### src/rtl/pc_fetch_unit_pkg.sv
// Shared next-PC select encodings and fixed vectors for pc_fetch_unit.
// Optional build macro IRQ_SYNC_EN adds a two-flop irq synchroniser.
package pc_fetch_unit_pkg;

    typedef enum logic [2:0] {
        PC_PLUS4  = 3'b000,
        PC_BRANCH = 3'b001,
        PC_JUMP   = 3'b010,
        PC_JR     = 3'b011,
        PC_IRQ    = 3'b100,
        PC_EXC    = 3'b101,
        PC_RSV6   = 3'b110,
        PC_RSV7   = 3'b111
    } pcsrc_e;

    localparam logic [31:0] RESET_VECTOR = 32'h8000_0000;
    localparam logic [31:0] IRQ_VECTOR   = 32'h8000_0004;
    localparam logic [31:0] EXC_VECTOR   = 32'h8000_0008;

    // Bit 31 is the supervisor flag; only the low 31 bits count.
    function automatic logic [31:0] pc_plus4(input logic [31:0] pc);
        return {pc[31], pc[30:0] + 31'd4};
    endfunction

endpackage

### src/rtl/pc_fetch_unit_irq_edge_sync.sv
// Interrupt request edge detector with pending flag (set beats clear).
// With IRQ_SYNC_EN defined, irq_raw first passes a two-flop synchroniser.
module irq_edge_sync (
    input  logic clk,
    input  logic reset,
    input  logic i_irq_raw,
    input  logic i_clear,
    output logic o_pending
);

    logic w_req;
    logic w_rise;
    logic r_prev;
    logic r_pending;

`ifdef IRQ_SYNC_EN
    logic r_s1;
    logic r_s2;

    always_ff @(posedge clk) begin
        if (reset) begin
            r_s1 <= 1'b0;
            r_s2 <= 1'b0;
        end else begin
            r_s1 <= i_irq_raw;
            r_s2 <= r_s1;
        end
    end

    assign w_req = r_s2;
`else
    assign w_req = i_irq_raw;
`endif

    assign w_rise = w_req & ~r_prev;

    always_ff @(posedge clk) begin
        if (reset) begin
            r_prev    <= 1'b0;
            r_pending <= 1'b0;
        end else begin
            r_prev <= w_req;
            if (w_rise)
                r_pending <= 1'b1;
            else if (i_clear)
                r_pending <= 1'b0;
        end
    end

    assign o_pending = r_pending;

endmodule

### src/rtl/pc_fetch_unit.sv
// IF stage: PC register, next-PC mux, interrupt request to IF/ID.
// Build option IRQ_SYNC_EN selects the synchronised irq path.
module pc_fetch_unit
    import pc_fetch_unit_pkg::*;
(
    input  logic        clk,
    input  logic        reset,
    input  logic [2:0]  PCSrc,
    input  logic        datahazard,
    input  logic [31:0] branch_target,
    input  logic [25:0] jump_target,
    input  logic [31:0] jr_target,
    input  logic        irq_raw,
    input  logic [31:0] instr_rdata,
    output logic [31:0] instr_addr,
    output logic [31:0] instruction_out,
    output logic [31:0] PCplus_out,
    output logic        IRQ_out
);

    logic [31:0] r_pc;
    logic [31:0] w_pc_plus;
    logic [31:0] w_jr;
    logic [31:0] w_next;
    logic        w_pending;
    logic        w_irq_take;

    assign w_pc_plus = pc_plus4(r_pc);

    // User mode cannot jump into kernel space via a register.
    assign w_jr = r_pc[31] ? jr_target : {1'b0, jr_target[30:0]};

    always_comb begin
        w_next = w_pc_plus;
        unique case (PCSrc)
            PC_PLUS4:  w_next = datahazard ? r_pc : w_pc_plus;
            PC_BRANCH: w_next = branch_target;
            PC_JUMP:   w_next = {r_pc[31:28], jump_target, 2'b00};
            PC_JR:     w_next = w_jr;
            PC_IRQ:    w_next = IRQ_VECTOR;
            PC_EXC:    w_next = EXC_VECTOR;
            default:   w_next = w_pc_plus;
        endcase
    end

    always_ff @(posedge clk) begin
        if (reset)
            r_pc <= RESET_VECTOR;
        else
            r_pc <= w_next;
    end

    assign w_irq_take = (PCSrc == PC_IRQ);

    irq_edge_sync u_irq (
        .clk       (clk),
        .reset     (reset),
        .i_irq_raw (irq_raw),
        .i_clear   (w_irq_take),
        .o_pending (w_pending)
    );

    assign instr_addr      = r_pc;
    assign instruction_out = instr_rdata;
    assign PCplus_out      = w_pc_plus;
    assign IRQ_out         = w_pending & ~r_pc[31];

endmodule

### config.mk
export PLATFORM = sky130hd
export DESIGN_NAME = pc_fetch_unit
export DESIGN_NICKNAME = d
export VERILOG_FILES = /design/src/rtl/pc_fetch_unit_pkg.sv /design/src/rtl/pc_fetch_unit_irq_edge_sync.sv /design/src/rtl/pc_fetch_unit.sv
export SDC_FILE = /design/constraint.sdc
export NUM_CORES = 1
export LEC_CHECK = 0
export BUFFER_PORTS_ARGS = -buffer_cell sky130_fd_sc_hd__clkbuf_2
export CAP_MARGIN = 10
export CORE_ASPECT_RATIO = 0.75
export CORE_MARGIN = 5
export CORE_UTILIZATION = 35
export CTS_CLUSTER_DIAMETER = 80
export DETAILED_ROUTE_END_ITERATION = 7
export GPL_TIMING_DRIVEN = 0
export PLACE_DENSITY_LB_ADDON = 0.15
export SYNTH_ARGS = -nofsm -noshare
export SYNTH_HDL_FRONTEND = slang
export SYNTH_SLANG_ARGS = --single-unit
export TNS_END_PERCENT = 10
### constraint.sdc
create_clock -name clk -period 3.32 [get_ports clk]
set_input_delay 0.332 -clock clk [delete_from_list [all_inputs] [get_ports clk]]
set_output_delay 0.332 -clock clk [all_outputs]
set_load 0.05 [all_outputs]
==> out/qor.yml <==
regArea_um2: 680.7
synth_seq_cells: 34
clock_path_buffers: 2
fin_setup_tns_ns: 0
synthCells: 425
rsz0062_at_grt: "false"
ys_types: 66
cp_max_fo: 8
cp-start-kind: "register"
grt_max_degree: 11
route.detailed.drc: 0
cts_hold_buffers: 0
fillers: 946
p_int_uw: 956.7
synth_edf_count: 0
grtUsageTotal_pct: 24.13
avgSynthCellArea_um2: 7.869
postSynth.asyncResetShare_pct: 0
finish.utilization_pct: 50.18
numPortBuffers: 191
clock_sink_count: 34
multi_input_area_um2: 2182
slew_viol_final: 0
slew_headroom_pct: 43.20
ys_seq_area_share_pct: 20.35
fin_ws_ns: 0.1617
sw_frac_of_total_pct: 42.29
vias_per_cell: 5.549
hold_path_class: "primary input to register"
path_clk_slew_ns: 0.06
yosysMostFrequentCell: "buf_4"
fp.coreArea_um2: 9196
synth_commonest_cells: "buf_4, nor2_1, dfxtp_1, nand2_1, a21oi_1"
start_util_pct: 36.37
ys_warn_count: 0
end_kind: "output port"
power_mw: 1.658
grt_pass1_wl_um: 21690
area_growth_pct: 37.97
fmax_mhz: 316.6
path_class: "register to output port"
arrival_ns: 2.83
fin_cells: 752
wl_um: 14490
vias: 4173
hpwl_um: 11550
clockRootBuffer: "clkbuf_16"
drt-pass1-iter-count: 5
drive_above_1_share_pct: 44.23
yosysTopAreaCell: "dfxtp_1"
place_congestion: 0.8976
p_leak_nw: 2.182
syn-cell-area_um2: 3344
power_frac_comb_pct: 42.1
syn-num-nets: 555
ant_nets: 0
grt_pass1_vias: 3968
powerDensity_nw_per_um2: 359.3
fin_area_um2: 4614
cts_made_buffers: 5
pwr-share-seq_pct: 28.8
finClkSkew_ns: 0.004825
num_antenna_cells: 0
dpl_cell_area_um2: 4461
die_w_um: 122.9
tritoncts: "built"
vdd_ir_drop_max_mv: 0.1916
wl_per_cell_um: 19.27
dp_slack_ns: 0.5046
synth_flop_cell: "dfxtp_1"
grt_overflow_total: 0
worstMarginPinSlew_ns: 0.8520
drv_cap: 0
h-tree-depth: 2
hold_ws_ns: 0.2934
hold_viol_final: 0
outcome: "finished, final reports clean"
setup_violations: 0
antenna_found_initial: 0
synth_area_leaders: "dfxtp_1, buf_4, mux4_2"
rows: 30
dp.cells: 744
synth_top_area_share_pct: 20.35
nNetsFinal: 753
period_share_pct: 95.13
clk-insertion-delay-late_ns: 0.28
min_period_ns: 3.158
power_switching_uw: 701.2
ios: 226
crit_required_ns: 2.99
die-area_um2: 11630
die-height_um: 94.66
p_clk_share_pct: 29.1
drtIter0Drc: 463
-- cell usage in the layout, fill, tap and decap left out, types with 6 or more instances in the layout --
master    netlist  layout
a211oi_1        9       9
a21oi_1        25      25
a22oi_1         9       9
buf_2           7       7
buf_4          41      41
clkbuf_1       17      18
clkbuf_2        1     192
dfxtp_1        34      34
inv_1          12      12
mux2i_1         8       8
mux4_2         10      10
nand2_1        32      32
nand3_1        17      17
nand4_1         8       8
nor2_1         37      37
nor3_1         11      11
nor4_1         10       9
o21ai_0        17      17
xnor2_1        20      20
xor2_1          6       6
-- registers in the layout (all words and copies together) (netlist names) --
register and flops:
u_irq.o_pending 1, u_irq.r_prev 1, instr_addr 32
-- routing by layer --
metal  global-route usage, %  wire (µm)  share of wire, %
met4                   5.033        130              0.90
met5                       0          0                 0
met1                   35.23       6160                43
met3                   4.910       1571                11
met2                   36.65       6626                46
-- critical path, cell delays in order (launching register included) --
cell	delay [ns]
dfxtp_1	0.49
ha_1	0.39
nand4_4	0.20
or4_4	0.63
nor3_2	0.33
xor2_1	0.19
clkbuf_2	0.30
-- kinds of logic after synthesis --
group           Yosys count  share of synthesized area, %
flops                    34                         20.35
simple gates            151                         24.77
mux                      22                         10.48
xor+xnor                 26                         6.809
buf+inv                  82                         14.59
compound gates          109                         22.63
fa+ha+maj                 1                        0.3741
-- power by group through the flow --
stage	registers, mW	logic, mW	clock network (mW)
floorplan	0.565	0.414	0
global placement	0.484	0.691	0
detailed placement	0.486	0.695	0
CTS	0.477	0.697	0.488
global route	0.483	0.736	0.508
finish	0.478	0.697	0.483
-- final timing paths --
path / to / slack, ns / from / cells after the start
max reg2reg: instr_addr[28] / 0.85 / instr_addr[2] / 6
min reg2reg: u_irq.o_pending / 0.51 / u_irq.o_pending / 2
min: u_irq.r_prev / 0.29 / irq_raw / 2
max: PCplus_out[28] / 0.16 / instr_addr[2] / 6
-- area by class of cell --
class,count,area share [%]
buffer,70,9.599
clock buffer,7,3.091
clock inverter,1,0.1085
inverter,12,0.9761
multi-input combinational,309,47.29
sequential,34,14.75
tap,128,3.471
timing repair buffer,191,20.72
-- repair_timing --
item / in CTS / in global routing
setup endpoints to repair: 0 / 1
hold endpoints to repair: 0 / 0
gates resized for setup: 0 / 1
setup buffers: 0 / 0
Note: power is estimated with default switching activity, not from simulation.
